### src/rtl/sim_status_writer.sv
// sim_status_writer
// End-of-test status path. While running it counts cycles and waits for either
// a status request from the design or a watchdog expiry. Whichever comes first
// is latched as the exit code. The block then drains for a fixed number of
// cycles, reports once and halts until the next reset. Only the report print
// and the optional $finish are simulation-only. The state machine and all
// outputs remain in synthesis.

module sim_status_writer #(
    parameter int unsigned CNT_W        = 64,
    parameter int unsigned DRAIN_CYCLES = 16,
    parameter logic [31:0] TIMEOUT_CODE = 32'hDEAD0001,
    parameter bit          FINISH       = 1'b1
) (
    input  logic              clk,
    input  logic              rstn,
    input  logic [CNT_W-1:0]  timeout_limit,
    input  logic              req_valid,
    output logic              req_ready,
    input  logic [31:0]       req_code,
    output logic              done,
    output logic [31:0]       exit_code,
    output logic [CNT_W-1:0]  cycle_count
);

    // The drain counter only has to hold DRAIN_CYCLES. It keeps one bit
    // even when draining is disabled, so that the register is never zero-width.
    localparam int unsigned     DRN_W    = (DRAIN_CYCLES < 32'd1) ? 1 : $clog2(DRAIN_CYCLES + 32'd1);
    localparam logic [DRN_W-1:0] DRN_LOAD = DRN_W'(DRAIN_CYCLES);
    localparam logic [DRN_W-1:0] DRN_ONE  = DRN_W'(1);
    localparam logic [CNT_W-1:0] CNT_ONE  = CNT_W'(1);
    localparam logic [CNT_W-1:0] CNT_ZERO = CNT_W'(0);
    localparam logic [CNT_W-1:0] CNT_MAX  = {CNT_W{1'b1}};

    typedef enum logic [1:0] {
        ST_RUN    = 2'd0,
        ST_DRAIN  = 2'd1,
        ST_REPORT = 2'd2,
        ST_HALT   = 2'd3
    } state_t;

    state_t             r_state;
    state_t             w_state_nxt;
    logic [DRN_W-1:0]   r_drn_cnt;
    logic [DRN_W-1:0]   w_drn_nxt;
    logic [CNT_W-1:0]   r_cycle_count;
    logic [CNT_W-1:0]   w_cnt_nxt;
    logic [31:0]        r_exit_code;
    logic [31:0]        w_code_nxt;
    logic               r_req_ready;
    logic               r_done;
    logic               w_accept;
    logic               w_timeout;

    // Next-state, drain counter, cycle counter and exit code selection.
    always_comb begin
        w_state_nxt = r_state;
        w_drn_nxt   = r_drn_cnt;
        w_cnt_nxt   = r_cycle_count;
        w_code_nxt  = r_exit_code;
        w_accept    = 1'b0;
        w_timeout   = 1'b0;
        case (r_state)
            ST_RUN: begin
                // Ready is always high in RUN, so a valid request is a handshake.
                w_accept  = req_valid;
                // A limit of zero disables the watchdog. The equality test
                // means that a limit already passed never fires.
                w_timeout = (timeout_limit != CNT_ZERO) && (r_cycle_count == timeout_limit);
                if (w_accept || w_timeout) begin
                    // An accepted request takes priority over a simultaneous timeout.
                    if (w_accept) begin
                        w_code_nxt = req_code;
                    end else begin
                        w_code_nxt = TIMEOUT_CODE;
                    end
                    w_drn_nxt = DRN_LOAD;
                    if (DRAIN_CYCLES == 32'd0) begin
                        w_state_nxt = ST_REPORT;
                    end else begin
                        w_state_nxt = ST_DRAIN;
                    end
                    // The counter freezes on the cycle that leaves RUN.
                end else begin
                    if (r_cycle_count != CNT_MAX) begin
                        w_cnt_nxt = r_cycle_count + CNT_ONE;
                    end else begin
                        w_cnt_nxt = r_cycle_count;
                    end
                end
            end
            ST_DRAIN: begin
                w_drn_nxt = r_drn_cnt - DRN_ONE;
                // A value of one or less ends the drain. The value zero cannot
                // occur here, but it still leads to REPORT so the FSM can never stall.
                if (r_drn_cnt <= DRN_ONE) begin
                    w_state_nxt = ST_REPORT;
                end else begin
                    w_state_nxt = ST_DRAIN;
                end
            end
            ST_REPORT: begin
                w_state_nxt = ST_HALT;
            end
            ST_HALT: begin
                w_state_nxt = ST_HALT;
            end
            default: begin
                w_state_nxt = ST_RUN;
            end
        endcase
    end

    // State, counters and latched code. An asynchronous reset returns every register to the RUN values.
    always_ff @(posedge clk or negedge rstn) begin
        if (!rstn) begin
            r_state       <= ST_RUN;
            r_drn_cnt     <= {DRN_W{1'b0}};
            r_cycle_count <= CNT_ZERO;
            r_exit_code   <= 32'd0;
        end else begin
            r_state       <= w_state_nxt;
            r_drn_cnt     <= w_drn_nxt;
            r_cycle_count <= w_cnt_nxt;
            r_exit_code   <= w_code_nxt;
        end
    end

    // Handshake and done flags. These registers are decoded from the next state and change on the same edge as r_state.
    always_ff @(posedge clk or negedge rstn) begin
        if (!rstn) begin
            r_req_ready <= 1'b1;
            r_done      <= 1'b0;
        end else begin
            r_req_ready <= (w_state_nxt == ST_RUN);
            r_done      <= (w_state_nxt == ST_HALT);
        end
    end

    assign req_ready   = r_req_ready;
    assign done        = r_done;
    assign exit_code   = r_exit_code;
    assign cycle_count = r_cycle_count;

`ifndef SYNTHESIS
    // Print the status record once at the edge that leaves REPORT. Reset suppresses the record.
    always_ff @(posedge clk) begin
        if (rstn && (r_state == ST_REPORT)) begin
            $display("[sim_status] code=%0h cycles=%0d", r_exit_code, r_cycle_count);
            if (FINISH) begin
                $finish;
            end
        end
    end
`endif

endmodule

### config.mk
export PLATFORM = sky130hd
export DESIGN_NAME = sim_status_writer
export DESIGN_NICKNAME = d
export VERILOG_FILES = /design/src/rtl/sim_status_writer.sv
export SDC_FILE = /design/constraint.sdc
export NUM_CORES = 1
export LEC_CHECK = 0
export ABC_AREA = 1
export CAP_MARGIN = 20
export CORE_ASPECT_RATIO = 0.75
export CORE_UTILIZATION = 35
export CTS_BUF_LIST = sky130_fd_sc_hd__clkbuf_16
export DETAILED_ROUTE_END_ITERATION = 8
export GPL_TIMING_DRIVEN = 0
export PLACE_DENSITY_LB_ADDON = 0.12
export SYNTH_ARGS = -nofsm -noshare
export SYNTH_HDL_FRONTEND = slang
export SYNTH_SLANG_ARGS = --single-unit
### constraint.sdc
create_clock -name clk -period 1.7 [get_ports clk]
set_clock_uncertainty 0.05 [all_clocks]
set_input_delay 0.34 -clock clk [delete_from_list [all_inputs] [get_ports clk]]
set_output_delay 0.34 -clock clk [all_outputs]
set_load 0.02 [all_outputs]
-- After elaboration in Yosys (flattened, before gate mapping)
Cells that the tools add are included.
- bits of input ports: 99
- output and inout bits: 98
- word-level logic and storage cells: 33
- bits in registers: 105
- equal/unequal tests: 7
- add/subtract/negate cells: 2
- $lt $le $gt $ge: 1
- bitwise operators: 1
- reductions and logical operators: 10
- mux-type cells: 6
- operator list (cell ; count):
    adder 64 x 1 -> 64 bit, second input constant ; 1
    equality test 64 bit ; 1
    != test 64 bit, second input constant ; 1
    nonzero test 64 bit ; 1
    two-way mux 32 bit ; 1
    case mux 5 bit (2 select lines) ; 1
    equality test 2 bit, second input constant ; 3
    case mux 2 bit (3 select lines) ; 1
    <= comparator 5 x 1 -> 1 bit, second input constant ; 1
    two-way mux 5 bit ; 1
    subtractor 5 x 1 -> 5 bit, second input constant ; 1
    logical NOT 2 bit ; 2
    two-way mux 2 bit ; 2
    AND reduction 2 bit ; 2
    AND reduction 3 bit ; 1
    equality test 2 x 1 -> 1 bit, second input constant ; 1
    != test 2 bit, second input constant ; 1
    nonzero test 2 bit ; 1
    OR reduction 2 bit ; 1
    logical AND 1 bit ; 1
    logical OR 1 bit ; 1
    NOT 1 bit ; 1

-- Depth between registers and ports, before layout
Gate-level depths: netlist (run 1).
- word-level depth: 6
- depth in mapped cells: 15
- depth with buffers taken out: 13

-- Least setup slack after synthesis (run 1)
No wires, ideal clock.
- path kind: register -> register
- start point: reg r_cycle_count[1] (netlist: cycle_count[1])
- end point: reg r_cycle_count[3] (netlist: cycle_count[3])
- setup time: 0.118 ns
- path slack: -0.381 ns
- stages on the path, launching flop included: 11
- data required time: 1.532 ns
- path buffers: 2
- data arrival time: 1.913 ns
- period minus slack after synthesis: 2.081 ns
- path through: dfrtp_1 -> ha_1 -> nand3_2 -> nor2_2 -> nand4_1 -> nor3_2 -> nand3_1 -> buf_2 -> buf_2 -> nand4_1 -> nand2_1
- cells in the longest elaborated chain, start to end: 5
- elaborated cells between the ends (all ways): 7
- those cells by class: add/sub: 1; eq/ne: 2; bitwise: 1; reduce/logical: 3
- RTL lines (element ; line ; source):
    start: declaration ; 46 ; logic [CNT_W-1:0] r_cycle_count;
    start signal: assignment ; 124 ; r_cycle_count <= w_cnt_nxt;
    parallel branches: the longest is 5 deep, another holds adder 64 x 1 -> 64 bit ; -- ;
Several ways; the timed one is not identified.
A chain may end at the register's enable or synchronous reset.

-- Final worst setup path (run 1)
- start point: reg r_cycle_count[13] (netlist: cycle_count[13])
- end point: reg r_cycle_count[3] (netlist: cycle_count[3])
- cells in the longest elaborated chain, start to end: 5
- elaborated cells between the ends (all ways): 6
- those cells by class: eq/ne: 2; bitwise: 1; reduce/logical: 3
- RTL lines (element ; line ; source):
    equality test 64 bit ; 69 ; w_timeout = (timeout_limit != CNT_ZERO) && (r_cycle_count == timeout_limit);
    logical AND 1 bit ; 69 ;
    logical OR 1 bit ; 70 ; if (w_accept || w_timeout) begin
    NOT 1 bit (no source line) ; -- ;
    AND reduction 3 bit (no source line) (*) ; -- ;
Mark *: on every way between the ends. The rest lies on a longest branch, timed or not.

==> impl_results.md, run 1 <==
- Clk buf depth: 2
- TritonCTS clock tree: yes
- Synth Flop Type: dfrtp_1
- Core area: 21,120 µm²
- Hold violation total from the final report: 0
- Vias in the first global route: 8,019
- Worst Setup Start Kind: flop
- Vias post-DR: 8,825
- Post-Synthesis Cells: 1,160
- Synthesized area: 7547 µm²
- Fin. max-slew vios: 0
- Rows: 46
- Final setup margin: -516.0 ps
- Initial antenna violation count: 0
- Final net count: 1,539
- CP required: 1950 ps
- VDD IR max: 0.5679 mV
- Hold WS: 431.3 ps
- DRT iter0 DRCs: 978
- Flops & latches, synth: 105
- Async S/R FF share, synth: 1.000
- Max cap viols: 0
- Layout fillers: 2,033
- Die span in y: 129.2 µm
- Chip Width: 171.6 µm
- Leakage: 6.480 nW
- Htree depth: 3
- Synth Warn #: 0
- Final Cycle Share: 1.304
- GRT Total Usage: 0.3004
- WP data arrival: 2460 ps
- Period minus WS final: 2216 ps
- Max FO, Critical Path: 7
- Fmax: 0.4513 GHz
- Final Core Density: 0.5874
- Register area: 2693 µm²
- Status: finished, violations left
- Full die area: 22,160 µm²
- Routed WL per cell: 19.48 µm
- Root buf cell: clkbuf_16
- Worst slew margin: 0.4693
- Setup violators final: 103
- Later-pin clock latency in the skew report: 380 ps
- Final ANT Viol Nets: 0
- Layout cell share with drive strength beyond 1: 0.2788
- Via density: 5.101
- WS Path Type: flop to flop
- DP Worst Slack: -1485 ps
- Multi-input gate area: 5260 µm²
- Area growth, synth to finish: 64.41%
- Measured slew at the worst slew-check pin: 796.1 ps
- Largest net degree at the start of global routing: 66
- Initial DRT Pass Iterations: 5
- Syn_nets: 1,262
- First-pass GRT wire length: 48,550 µm
- Pwr Total: 8.411 mW
- Share of the yosys chip area belonging to registers: 0.3483
- Top Ports: 197
- Post-synth EDFFs: 0
- Number of distinct library cells after synthesis: 26
- WL final: 33,700 µm
- Final Cell Area: 12,410 µm²
- CP Capture Type: flop
- RSZ-0062 raised after global routing: yes
- Gpl congestion: 1.012
- Clk slew on worst S/H paths: 90 ps
- Drt drc: 0
- Hold crit path type: flop to flop
- Failing checks: negative setup slack
- Total CTS buffers: 9
- Post-DP Area: 10,210 µm²
- PD cells: 677.9 nW/µm²
- Mean post-synth cell area: 6.506 µm²
- I/O Buffers: 196
- Initial Util: 0.3573
- Number of diodes: 0
- GRT overflow: 0
- Sink Count: 105
- Dpl hpwl: 25,580 µm
[registers in the layout (all words and copies together), names as in the netlist]
register and count:
exit_code 32, done 1, cycle_count 64, req_ready 1
r_drn_cnt 5, r_state 2
[cells in the final DEF, fill, tap and decap left out, types with 6 or more instances in the layout]
master           Yosys  layout
nand2_1            458     370
clkdlybuf4s50_1      0      69
dfrtp_1            104      53
nand3_1             46      34
nand4_1             82      82
nand3_2              2      12
dfrtp_2              0      51
dlygate4sd2_1        0      49
nor3_4               0      15
buf_4                0      57
nor2_4               0      12
nand2_2              0      82
buf_6                0      17
xnor2_2              0       7
inv_2                2       8
nor2_2               2      34
buf_8                0      15
a21oi_2              0      11
nor3_1              26      10
nor3_2               9      10
xor2_1              40      40
clkbuf_1            14      10
nor2_1             160     116
clkbuf_16            0      16
inv_1               97      89
xnor2_4              0       9
buf_12               0       6
dlymetal6s2s_1       0      69
clkbuf_8             0       7
nand2_4              0       6
xnor2_1             54      38
[synth_stat cells, types with 3 or more instances]
cell,count,area share
nand2_1,458,0.23
nor2_1,160,0.080
dfrtp_1,104,0.34
inv_1,97,0.048
nand4_1,82,0.068
xnor2_1,54,0.063
nand3_1,46,0.031
xor2_1,40,0.046
buf_2,30,0.020
nor3_1,26,0.017
clkbuf_1,14,0.0070
a21oi_1,12,0.0080
nor3_2,9,0.012
clkbuf_2,8,0.0053
or2_2,4,0.0033
ha_1,3,0.0050
[cells by family (layout without fill, tap and decap cells)]
logic type | count (synthesis) | after routing | share of synthesized area
buffers and inverters | 151 | 433 | 0.08140
adder cells (fa/ha/maj) | 3 | 3 | 0.004974
XOR/XNOR | 94 | 94 | 0.1091
AO/OA/AOI/OAI | 16 | 16 | 0.01177
flip-flops | 105 | 105 | 0.3483
AND/OR/NAND/NOR | 791 | 791 | 0.4445
[per-stage QoR]
step | instances | TNS, ps
after floorplan | 1160 | -11440
after global placement | 1644 | -570580
after detailed placement | 1645 | -133370
after CTS | 1713 | -46400
after global routing | 1730 | -56110
final | 1730 | -47460
[layer usage]
metal | global-route usage | part of all wire | vias up
li1 | - | - | 4217
met1 | 0.4629 | 0.48 | 4212
met2 | 0.4244 | 0.41 | 366
met3 | 0.06781 | 0.093 | 30
met4 | 0.05410 | 0.014 | 0
met5 | 0 | 0 | -
[final cells by class]
| type | count | share of cell area |
|---|---|---|
| Clock inverter | 7 | 0.004538 |
| Clock buffer | 9 | 0.01815 |
| Tap cell | 288 | 0.02904 |
| Timing Repair Buffer | 267 | 0.2304 |
| Multi-Input combinational cell | 904 | 0.4239 |
| Sequential cell | 105 | 0.2170 |
| Buffer | 51 | 0.04628 |
| Inverter | 99 | 0.03065 |
[worst paths after layout]
| path | startpoint | end | slack [ps] | cells after the start |
|---|---|---|---|---|
| max in group asynchronous | rstn | cycle_count[52] | 370 | 3 |
| hold / removal | exit_code[6] | exit_code[6] | 430 | 2 |
| min in group asynchronous | rstn | cycle_count[19] | 460 | 2 |
| setup reg to reg | cycle_count[13] | cycle_count[3] | -520 | 14 |
| setup / recovery | cycle_count[13] | cycle_count[3] | -520 | 14 |
| hold reg to reg | exit_code[6] | exit_code[6] | 430 | 2 |
[critical path: stages (launching register included)]
cell	delay [ps]
dfrtp_2	470
buf_12	150
xnor2_4	160
nand2_2	110
nor2_2	110
nand2_1	60
nor2_2	140
nand2_2	100
nor2_4	130
nor2_4	80
nand3_4	130
buf_12	170
clkbuf_16	150
nand2_1	40
nand2_1	60
[power by group]
part	internal, mW	total (mW)	switching (mW)
Sequential	2.95	3.27	0.318
Clock	1.01	2.12	1.11
Combinational	1.47	3.02	1.55
[timing repair]
item / in CTS / in global routing
pin swaps: 41 / 42
gates resized for setup: 223 / 229
buffers inserted: 42 / 13
gates cloned: 9 / 5
endpoints found under the setup margin: 200 / 156
hold buffers: 1 / 0
hold endpoints to repair: 39 / 0
Note: power is estimated with default switching activity, not from simulation.
==> run 2: changes to the inputs <==
CORE_UTILIZATION = 45   (was 35)
==> impl_results.md, run 2 (same netlist as run 1, synthesis figures left out) <==
- Status: finished, violations left (unchanged)
- Failing checks: negative setup slack (unchanged)
- Sink Count: 105 (unchanged)
- Number of diodes: 0 (unchanged)
- Initial DRT Pass Iterations: 6 (was 5)
- Most common cell after layout, fill and taps aside: nand2_1 (unchanged)
- Worst slew margin: 0.4946 (was 0.4693)
- Most frequent cells in the layout: nand2_1, dlygate4sd2_1, nor2_1, inv_1, nand4_1 (was nand2_1, nor2_1, inv_1, nand2_2, nand4_1)
- Max FO, Critical Path: 6 (was 7)
- CP required: 1960 ps (was 1950 ps)
- Max cap viols: 0 (unchanged)
- WL final: 33,550 µm (was 33,700 µm)
- Worst Setup Start Kind: flop (unchanged)
- Area growth, synth to finish: 59.48% (was 64.41%)
- Hold violation total from the final report: 0 (unchanged)
- CP Capture Type: flop (unchanged)
- Die span in y: 114.2 µm (was 129.2 µm)
- DRT iter0 DRCs: 1,095 (was 978)
- Routed WL per cell: 20.36 µm (was 19.48 µm)
- Vias post-DR: 9,310 (was 8,825)
- Leakage: 6.003 nW (was 6.480 nW)
- WS Path Type: flop to flop (unchanged)
- Max reg flops: 64 (unchanged)
- TritonCTS clock tree: yes (unchanged)
- Setup violators final: 104 (was 103)
- WP data arrival: 2510 ps (was 2460 ps)
- Final ANT Viol Nets: 0 (unchanged)
- Chip Width: 151.5 µm (was 171.6 µm)
- Clk slew on worst S/H paths: 90 ps (about the same)
- VDD IR max: 0.7502 mV (was 0.5679 mV)
- PD cells: 686.1 nW/µm² (was 677.9 nW/µm²)
- Top Ports: 197 (unchanged)
- Full die area: 17,300 µm² (was 22,160 µm²)
- Layout cell share with drive strength beyond 1: 0.2796 (was 0.2788)
- Initial antenna violation count: 0 (unchanged)
- GRT Total Usage: 0.3808 (was 0.3004)
- Fin. max-slew vios: 0 (unchanged)
- DP Worst Slack: -1459 ps (was -1485 ps)
- Gpl congestion: 1.033 (was 1.012)
- Fmax: 0.4432 GHz (was 0.4513 GHz)
- Final Cycle Share: 1.327 (was 1.304)
- Htree depth: 3 (unchanged)
- Period minus WS final: 2257 ps (was 2216 ps)
- First-pass GRT wire length: 48,240 µm (was 48,550 µm)
- Clk buf depth: 2 (unchanged)
- GRT overflow: 0 (unchanged)
- Core area: 16,220 µm² (was 21,120 µm²)
- Via density: 5.649 (was 5.101)
- Pwr Total: 8.258 mW (was 8.411 mW)
- Final net count: 1,535 (was 1,539)
- Dpl hpwl: 24,230 µm (was 25,580 µm)
- Hold crit path type: flop to flop (unchanged)
- Rows: 40 (was 46)
- RSZ-0062 raised after global routing: yes (unchanged)
- Root buf cell: clkbuf_16 (unchanged)
- Measured slew at the worst slew-check pin: 758.1 ps (was 796.1 ps)
- Layout fillers: 1,275 (was 2,033)
- Drt drc: 0 (unchanged)
- Vias in the first global route: 8,332 (was 8,019)
- Initial Util: 0.4654 (was 0.3573)
- Later-pin clock latency in the skew report: 380 ps (about the same)
- Largest net degree at the start of global routing: 70 (was 66)
- Total CTS buffers: 9 (unchanged)
- Final setup margin: -556.5 ps (was -516.0 ps)
- I/O Buffers: 196 (unchanged)
## run 2: cell count changes in the layout (fill, tap and decap cells not counted), moves of 6 or more
cell | previous run | this run
dlygate4sd2_1 | 49 | 111
nor2_1 | 116 | 107
nand2_1 | 370 | 387
clkdlybuf4s50_1 | 69 | 52
nor2_4 | 12 | 18
nand2_2 | 82 | 66
dlymetal6s2s_1 | 69 | 24
## run 2: report_power, final
part	internal, mW	switching [mW]
combinational	1.25	1.55
sequential	2.95	0.316
clock	1.04	1.15
## run 2: worst max-delay path, cell delays in order, from the launching register on
cell and delay (ps):
dfrtp_2 410, clkbuf_8 170, xnor2_4 180, nand2_1 80, nor2_1 150, nand2_2 90, nor2_4 150, nand2_4 90
nor2_4 130, nor2_4 70, nand3_4 120, buf_12 160, buf_12 110, buf_8 110, nand2_1 50, nand2_1 60
## run 2: per-layer routing
metal  GRT usage  routed length (µm)  share of wire
met1      0.5805               14090           0.42
met2      0.5440               13930           0.42
met3     0.08088                4807           0.14
met4     0.08845                 719          0.021
met5           0                   0              0
## run 2: through the flow
stage | util | hold slack, ps | instances | setup TNS, ps | cell area [µm²]
detailed placement | 0.6236 | 301.0 | 1567 | -132090 | 10110
finish | 0.7423 | 420.3 | 1648 | -48650 | 12040
CTS | 0.7000 | 421.3 | 1631 | -47780 | 11350
global route | 0.7423 | 438.7 | 1648 | -53620 | 12040
global placement | 0.6221 | 402.9 | 1566 | -548570 | 10090
floorplan | - | -5.591 | 1160 | -11440 | 7863
## run 2: final timing paths
check,start,end,slack [ps],depth (start not counted)
min reg2reg,exit_code[11],exit_code[11],420,2
max in group asynchronous,rstn,cycle_count[51],380,3
min,exit_code[11],exit_code[11],420,2
max reg2reg,cycle_count[25],cycle_count[4],-560,15
max,cycle_count[25],cycle_count[4],-560,15
min in group asynchronous,rstn,cycle_count[22],450,2
## run 2: what timing repair did
| item | CTS | global route |
|---|---|---|
| buffers inserted | 32 | 26 |
| gates resized for setup | 304 | 191 |
| pin swaps | 67 | 61 |
| setup endpoints to repair | 201 | 108 |
| hold buffers | 1 | 0 |
| hold endpoints to repair | 35 | 0 |
| cloned | 15 | 0 |
## run 2: area by class of cell
class,instances,area [µm²],share of cell area
Clock buffer,9,225.2,0.01871
Tap cell,210,262.8,0.02183
Clock inverter,7,71.32,0.005925
Sequential cell,105,2698,0.2241
Buffer,47,509.2,0.04231
Inverter,99,386.6,0.03212
Timing Repair Buffer,267,2575,0.2139
Multi-Input combinational cell,904,5309,0.4411
